<file path="config.mk">
export PLATFORM = sky130hd
export DESIGN_NAME = wb_regfile_flat
export DESIGN_NICKNAME = d
export VERILOG_FILES = /design/src/rtl/wb_regfile_if.sv /design/src/rtl/wb_regfile.sv /design/src/flat_wrapper.sv
export SDC_FILE = /design/constraint.sdc
export NUM_CORES = 2
export LEC_CHECK = 0
export CORE_MARGIN = 4
export CORE_UTILIZATION = 56
export DETAILED_ROUTE_END_ITERATION = 10
export PLACE_DENSITY_LB_ADDON = 0.25
export SETUP_SLACK_MARGIN = 0.3
export SYNTH_ARGS = -nofsm -noshare
export SYNTH_HDL_FRONTEND = slang
export SYNTH_SLANG_ARGS = --single-unit
</file>
<file path="constraint.sdc">
create_clock -name clk -period 3.5 [get_ports clk]
set_input_delay 0.875 -clock clk [delete_from_list [all_inputs] [get_ports clk]]
set_output_delay 0.875 -clock clk [all_outputs]
set_load 0.02 [all_outputs]
</file>
<file path="src/rtl/wb_regfile_if.sv">
// wb_regfile_if: MEM/WB-to-register-file bus.
//   master : pipeline side; drives write-back controls/data and read indices.
//   slave  : register file; returns read data, selected write-back value and
//            the commit counter.
interface wb_regfile_if #(
    parameter int DATA_WIDTH = 32,
    parameter int ADDR_WIDTH = 5,
    parameter int CNT_WIDTH  = 32
);
    logic                  RegWrite;
    logic                  MemtoReg;
    logic [DATA_WIDTH-1:0] readData;
    logic [DATA_WIDTH-1:0] ALUresult;
    logic [ADDR_WIDTH-1:0] writeReg;
    logic [ADDR_WIDTH-1:0] readReg1;
    logic [ADDR_WIDTH-1:0] readReg2;
    logic [DATA_WIDTH-1:0] readData1;
    logic [DATA_WIDTH-1:0] readData2;
    logic [DATA_WIDTH-1:0] wbData;
    logic [CNT_WIDTH-1:0]  commitCount;

    modport master (
        output RegWrite, MemtoReg, readData, ALUresult, writeReg, readReg1, readReg2,
        input  readData1, readData2, wbData, commitCount
    );

    modport slave (
        input  RegWrite, MemtoReg, readData, ALUresult, writeReg, readReg1, readReg2,
        output readData1, readData2, wbData, commitCount
    );
endinterface

</file>
<file path="src/rtl/wb_regfile.sv">
// wb_regfile: MIPS write-back stage plus 2-read/1-write architectural
// register file.
//   clk   : pipeline clock, state updates on rising edge
//   rst_n : asynchronous active-low reset (clears file and counter)
//   bus   : wb_regfile_if.slave -- write-back controls/data, two read
//           indices in; two read values, wbData and commitCount out.

// One read port: index 0 and reset force zero, a same-cycle write to the
// same index is bypassed, otherwise the stored value is returned.
module wb_rd_port #(
    parameter int DATA_WIDTH = 32,
    parameter int ADDR_WIDTH = 5
) (
    input  logic                  rst_n,
    input  logic                  we,
    input  logic [ADDR_WIDTH-1:0] wr_idx,
    input  logic [DATA_WIDTH-1:0] wb,
    input  logic [ADDR_WIDTH-1:0] rd_idx,
    input  logic [DATA_WIDTH-1:0] rf_val,
    output logic [DATA_WIDTH-1:0] rd_val
);
    always_comb begin
        rd_val = rf_val;
        if (!rst_n || rd_idx == '0)
            rd_val = '0;
        else if (we && wr_idx == rd_idx)
            rd_val = wb;
    end
endmodule

module wb_regfile #(
    parameter int DATA_WIDTH = 32,
    parameter int ADDR_WIDTH = 5,
    parameter int CNT_WIDTH  = 32
) (
    input  logic          clk,
    input  logic          rst_n,
    wb_regfile_if.slave   bus
);
    localparam int NREG = 2 ** ADDR_WIDTH;
    localparam int NRD  = 2;
    localparam logic [CNT_WIDTH-1:0] CNT_ONE = CNT_WIDTH'(1);

    logic [DATA_WIDTH-1:0]           regs [NREG];
    logic [DATA_WIDTH-1:0]           wb;
    logic [CNT_WIDTH-1:0]            cnt;
    logic [NRD-1:0][ADDR_WIDTH-1:0]  rd_idx;
    logic [NRD-1:0][DATA_WIDTH-1:0]  rf_val;
    logic [NRD-1:0][DATA_WIDTH-1:0]  rd_val;

    // Write-back select; driven whether or not RegWrite is set so EX/MEM
    // forwarding logic can always look at it.
    assign wb = bus.MemtoReg ? bus.readData : bus.ALUresult;

    // Entry 0 is cleared on reset and never written, so it stays zero.
    always_ff @(posedge clk or negedge rst_n) begin
        if (!rst_n) begin
            for (int i = 0; i < NREG; i++) regs[i] <= '0;
        end else if (bus.RegWrite && bus.writeReg != '0) begin
            regs[bus.writeReg] <= wb;
        end
    end

    // Counts every RegWrite cycle, including discarded writes to r0;
    // wraps silently.
    always_ff @(posedge clk or negedge rst_n) begin
        if (!rst_n)            cnt <= '0;
        else if (bus.RegWrite) cnt <= cnt + CNT_ONE;
    end

    assign rd_idx[0] = bus.readReg1;
    assign rd_idx[1] = bus.readReg2;

    for (genvar p = 0; p < NRD; p++) begin : g_rd
        assign rf_val[p] = regs[rd_idx[p]];
        wb_rd_port #(.DATA_WIDTH(DATA_WIDTH), .ADDR_WIDTH(ADDR_WIDTH)) u_rd (
            .rst_n  (rst_n),
            .we     (bus.RegWrite),
            .wr_idx (bus.writeReg),
            .wb     (wb),
            .rd_idx (rd_idx[p]),
            .rf_val (rf_val[p]),
            .rd_val (rd_val[p])
        );
    end

    assign bus.readData1   = rd_val[0];
    assign bus.readData2   = rd_val[1];
    assign bus.wbData      = wb;
    assign bus.commitCount = cnt;
endmodule

</file>
<file path="src/flat_wrapper.sv">
// flat-port wrapper written by rule: the top's interface ports become plain ports
module wb_regfile_flat 
#(
    parameter int DATA_WIDTH = 32,
    parameter int ADDR_WIDTH = 5,
    parameter int CNT_WIDTH  = 32
)
  (clk, rst_n, bus_RegWrite, bus_MemtoReg, bus_readData, bus_ALUresult, bus_writeReg, bus_readReg1, bus_readReg2, bus_readData1, bus_readData2, bus_wbData, bus_commitCount);
  wb_regfile_if #(.DATA_WIDTH(DATA_WIDTH), .ADDR_WIDTH(ADDR_WIDTH), .CNT_WIDTH(CNT_WIDTH)) bus_i ();
  input  logic clk;
  input  logic rst_n;
  input wire logic [$bits(bus_i.RegWrite)-1:0] bus_RegWrite;
  input wire logic [$bits(bus_i.MemtoReg)-1:0] bus_MemtoReg;
  input wire logic [$bits(bus_i.readData)-1:0] bus_readData;
  input wire logic [$bits(bus_i.ALUresult)-1:0] bus_ALUresult;
  input wire logic [$bits(bus_i.writeReg)-1:0] bus_writeReg;
  input wire logic [$bits(bus_i.readReg1)-1:0] bus_readReg1;
  input wire logic [$bits(bus_i.readReg2)-1:0] bus_readReg2;
  output wire logic [$bits(bus_i.readData1)-1:0] bus_readData1;
  output wire logic [$bits(bus_i.readData2)-1:0] bus_readData2;
  output wire logic [$bits(bus_i.wbData)-1:0] bus_wbData;
  output wire logic [$bits(bus_i.commitCount)-1:0] bus_commitCount;
  assign bus_i.RegWrite = bus_RegWrite;
  assign bus_i.MemtoReg = bus_MemtoReg;
  assign bus_i.readData = bus_readData;
  assign bus_i.ALUresult = bus_ALUresult;
  assign bus_i.writeReg = bus_writeReg;
  assign bus_i.readReg1 = bus_readReg1;
  assign bus_i.readReg2 = bus_readReg2;
  assign bus_readData1 = bus_i.readData1;
  assign bus_readData2 = bus_i.readData2;
  assign bus_wbData = bus_i.wbData;
  assign bus_commitCount = bus_i.commitCount;
  wb_regfile #(.DATA_WIDTH(DATA_WIDTH), .ADDR_WIDTH(ADDR_WIDTH), .CNT_WIDTH(CNT_WIDTH)) u_core (.clk(clk), .rst_n(rst_n), .bus(bus_i));
endmodule
</file>
# Word-level counts from Yosys, hierarchy flattened
# Cells that the tools add are included.
# totals
in_bits	83
reg_bits	1056
# op_classes
n_mux	14
order_cmp	4
reduce_logical	10
bitwise_logic	3
n_addsub	1
n_eq_ne	2
# op_table
op	n
1024-bit bitwise mux	1
32-bit binary-select mux with 5-bit select	2
32-bit 2-to-1 mux	10
32-bit demux with 5-bit select	1
32-bit by 1-bit adder with 32-bit output (second input constant)	1
6-bit greater-or-equal comparator (second input constant)	3
5-bit inverter with 6-bit output	3
5-bit == test	2
5-bit zero test	2
6-bit by 1-bit less-than comparator with 1-bit output (second input constant)	1
5-bit nonzero test	1
1-bit logical AND	4
1-bit logical OR	2
1-bit zero test	1

# Longest topological paths before layout
# logic_depth
depth_word	6
ltp_mapped	9
ltp_nobuf	6

# By module
# Synthesis repeated with hierarchy kept, for this count alone.
# hier_totals
cells_unflattened	6138
hier_area_um2	56540.5
# modules_own_cells
mod	n_inst	area_each_um2	cells_each
wb_regfile	1	55099.1	5892
wb_rd_port	2	720.7	123

# Worst setup path before layout
# Ideal clock, no wire load.
# synth_path
path_kind	input-to-output
startpoint	input bus_readReg2[1]
endpoint	output bus_readData2[31]
t_required_ns	2.625
n_path_buf	4
setup_slack_ns	-0.364
stages	8
arrival_ns	2.989
path_cell_list	buf_2 buf_6 buf_4 buf_2 a211oi_1 nor3_1 a211oi_1 a2111oi_0
# synth_between
elab_chain_cells	6
word_cells_on_any_way	10
classes_between	eq/ne: 1; mux: 5; bitwise: 1; reduce/logical: 3
# synth_lines
element	line	source
from (decl)	flat_wrapper.sv:18	input wire logic [$bits(bus_i.readReg2)-1:0] bus_readReg2;
5-bit inverter with 6-bit output (not written as such)	wb_regfile.sv:75	assign rf_val[p] = regs[rd_idx[p]];
32-bit binary-select mux with 5-bit select	wb_regfile.sv:75	
32-bit 2-to-1 mux (not written as such) (2 in a row)	wb_regfile.sv:75	
32-bit 2-to-1 mux	wb_regfile.sv:26	else if (we && wr_idx == rd_idx)
32-bit 2-to-1 mux *	wb_regfile.sv:24	if (!rst_n || rd_idx == '0)
to (decl)	flat_wrapper.sv:20	output wire logic [$bits(bus_i.readData2)-1:0] bus_readData2;
# Every way passes the cells marked *; elsewhere a longest branch is shown, timed or not. The select of a mux whose other input is x is not followed.

# Worst setup path in the final report
# layout_path
startpoint	input bus_readReg2[1]
endpoint	output bus_readData2[28]
# The elaborated chain is that of the path after synthesis.

==> metrics.sh <==
FIN_TOTAL_PWR_mW=40.1
GRT_PASS1_WL_UM=300000
PERIOD_SHARE=1.09
REGISTER_AREA_UM2=26400
CTS-ROOT-TO-SINK-BUFFERS=3
CRIT_PATH_CELL_TRACE='buf_16, buf_12, nor2_4, buf_12, buf_12, buf_6, a221o_1, o22ai_2, nand2_1, a221oi_2, buf_4, buf_6'
GRT.TOTAL_USAGE=0.387
DIE_AREA_UM2=104000
HP-CLASS='input pin to asynchronous set/reset pin'
WORST_SLACK_PS=-308
CTS_NUM_SINKS=1056
USE_MET1=0.501
SYNTH_FF_TYPE='sky130_fd_sc_hd__dfrtp_1'
GRT_SETUP_UNREPAIRED='yes'
P_LEAK_nW=30.7
FIN_CRIT_PS=3810
TIMING.CRITICAL_PATH.ARRIVAL_PS=2930
SYNTH.YOSYS.SEQ_AREA_SHARE=0.479
NETLIST_INSTANCES=5146
FIN_NETS=5683
PATH_DELAY_FAMILY='buffers and inverters'
FINAL_UTIL=0.729
REG2REG_TO='u_core.bus.commitCount[31]$_DFFE_PN0P_'
CORE_AREA_UM2=97100
TIMING.SETUP.TNS_PS=-11300
CRITPATHBUFINV=7
FINISH.CELL_COUNT_WITHOUT_FILLERS=6974
MAX_STAGE_DELAY_PS=360
GRT_UTIL_MET2=0.586
SYNTHARSTFLOPSHARE=1.00
CRIT_PATH_TOP_DELAY_CELL='sky130_fd_sc_hd__a221oi_2'
TIGHTEST_PIN_TRANSITION_PS=1010
DETAIL_ROUTE.ITER0.VIOLATIONS=7208
NUMBER_OF_ANTENNA_VIOLATIONS_AT_THE_FIRST_CHECK_IN_GLOBAL_ROUTING=6
ROUTED_VIA_DENSITY=6.98
SYNTH.LIB_CELLS_USED.DISTINCT=51
SYNTHESIS.NETS=5230
GLOBALROUTE.TOTALOVERFLOW=0
FP-ROW-COUNT=114
GRT_PASS1_VIAS=47800
SLEW_VIOL_FINAL=0
NUMPLACEDINSTANCES=6604
DRT_FIRST_PASS_ITERS=9
SETUP-VIOLATIONS-FINAL=64
ROUTABILITYCONGESTION=0.922
FLOORPLAN.INITIALDENSITY=0.568
FINALHOLDVIOLATIONS=0
VIA_COUNT=48600
MAXSLEWHEADROOM=0.326
LAYOUT.CELLS.MOST_COMMON_LIST='1056 x sky130_fd_sc_hd__dfrtp_1, 547 x sky130_fd_sc_hd__nor2_1, 535 x sky130_fd_sc_hd__a21oi_1'
MULTI_INPUT_COMB_AREA_UM2=28300
ANTENNA_VIOLATING_NETS_POST_ROUTE=0
LARGEST_NET_DEGREE_AT_THE_START_OF_GLOBAL_ROUTING=166
CLOCK_TREE.ROOT_CELL='sky130_fd_sc_hd__clkbuf_16'
STATUS='complete, but fails checks'
CHIPHEIGHT_UM=322
CTS_HOLD_REPAIR.BUFFERS=0
PLACEMENT.IO_BUFFERS=210
DIE_X_UM=322
ROUTEDWLPERCELL_UM=29.6
TIMING.SETUP.CRITICAL_PATH_CLASS='input pin to output port'
FILLERS=6115
SETUP.REG_TO_REG.WORST_SLACK_PS=1480
VIOLATIONS_IN_THE_FINAL_REPORTS='setup timing'
FINAL_LAYOUT_SIZE_SUFFIX_GT1_FRAC=0.303
CTS_MADE_BUFFERS=112
REMAINING_DRC_ERRORS=0
YS_SEQ_ELEMENTS=1056
CAP_VIOLATIONS=0
CLOCK-SKEW-FINAL_PS=9.79
POWER-PER-CELL-AREA_nW_PER_UM2=567
DP_HPWL_UM=120000
MEAN_POST_SYNTH_CELL_AREA_UM2=10.7
CLOCK_INSERTION_DELAY_WORST_SKEW_PS=710
SYNTH_ENABLE_FLOP_CELLS=0
SYN_TO_FINAL_GROWTH_PCT=28.4
MOSTFREQUENTLAYOUTCELL='sky130_fd_sc_hd__dfrtp_1'
YOSYS_WARNINGS=0
GRT_MOST_USED_LAYER='met2'
MAX_FREQUENCY_MHz=263
CLKSLEWWORSTSETUPHOLDPATHS_PS=60
DESIGN.PORTCOUNT=211
CTS_TREE='done'
KIND_OF_END_POINT_OF_THE_CRITICAL_PATH='output port'
CP_MAX_FO=8
CELLS_ON_WORST_REG2REG_PATH=5
WORSTPATHREQUIRED_PS=2620
SYN_AREA_UM2=55200
ROUTED_WIRELENGTH_UM=206000
CRITICAL-PATH-TOP-CELL-BY-COUNT='sky130_fd_sc_hd__buf_12'
CRIT-REG2REG-LAUNCH='u_core.bus.commitCount[15]$_DFFE_PN0P_'
USE_MET3=0.115
CATEGORY_OF_THE_WORST_SETUP_PATH_LAUNCH_POINT='input pin'
VDD_DROP_MAX_uV=466
CTS_HTREE_LEVELS=3
cells by family (layout without fill, tap and decap cells):
kind of cell    Yosys count  after routing  synth area share
mux                     736            736             0.218
flops                  1056           1056             0.479
buf+inv                 590           1136            0.0483
simple gates           1211           1211            0.0873
xor+xnor                 41             41           0.00651
fa+ha+maj                 1              1          0.000227
other cells               0              6                 0
compound gates         1511           1511             0.161
registers in the layout, summed over array words and instances, names as in the netlist:
name,flops
u_core.regs,1024
u_core.bus.commitCount,32
worst max-delay path by stage:
stage	end	start	slack, ps	cells past startpoint
after floorplan	bus_readData2[29]	bus_readReg2[3]	160	6
after global placement	bus_readData2[13]	bus_writeReg[4]	-1000	8
after detailed placement	bus_readData1[12]	bus_writeReg[4]	-980	9
after CTS	bus_readData2[0]	bus_readReg2[0]	-230	10
after global routing	bus_readData2[13]	bus_readReg2[1]	-320	11
final	bus_readData2[28]	bus_readReg2[1]	-310	12
Yosys cell counts, types with 62 or more instances:
cell	number	area share
sky130_fd_sc_hd__dfrtp_1	1056	0.48
sky130_fd_sc_hd__a21oi_1	601	0.055
sky130_fd_sc_hd__nor2_1	571	0.039
sky130_fd_sc_hd__nand2_1	535	0.036
sky130_fd_sc_hd__o21ai_0	512	0.046
sky130_fd_sc_hd__mux4_2	367	0.15
sky130_fd_sc_hd__clkbuf_1	358	0.024
sky130_fd_sc_hd__mux2i_1	314	0.057
sky130_fd_sc_hd__buf_2	118	0.011
sky130_fd_sc_hd__a221oi_1	116	0.018
sky130_fd_sc_hd__a22oi_1	88	0.012
sky130_fd_sc_hd__a221o_1	62	0.011
worst register-to-register path: cells and delay by family, from the launching register on:
kind | cells | cell delay (ps)
XOR/XNOR | 1 | 170
flip-flops | 1 | 400
AND/OR/NAND/NOR | 4 | 1380
timing repair:
| action | CTS | global route |
|---|---|---|
| cloned | 25 | 9 |
| setup buffers | 80 | 43 |
| pin swaps | 70 | 57 |
| endpoints found under the setup margin | 87 | 71 |
| resized for setup | 720 | 162 |
metal layers:
layer	up-vias	share of wire
met5	-	0.00015
met2	3772	0.45
li1	19700	-
met3	888	0.13
met1	24300	0.35
met4	4	0.064
through the flow:
step,setup slack [ps],instance area [um2],hold WS [ps]
after floorplan,159,55800,441
after global placement,-998,62400,376
after detailed placement,-984,62400,382
after CTS,-233,69500,94.8
after global routing,-316,70800,128
final,-308,70800,124
power breakdown:
| part | internal, mW | switching [mW] |
|---|---|---|
| logic | 5.06 | 5.10 |
| clock network | 7.75 | 5.27 |
| registers | 14.8 | 2.18 |
| total | 27.6 | 12.5 |
cell type report:
class | instances | share of cell area
tap | 1276 | 0.0225
clock buffer | 152 | 0.0452
sequential | 1056 | 0.373
clock inverter | 55 | 0.0115
antenna | 6 | 0.000212
multi-input combinational | 3500 | 0.400
inverter | 47 | 0.00260
timing repair buffer | 882 | 0.145
(Power assumes the default switching activity.)
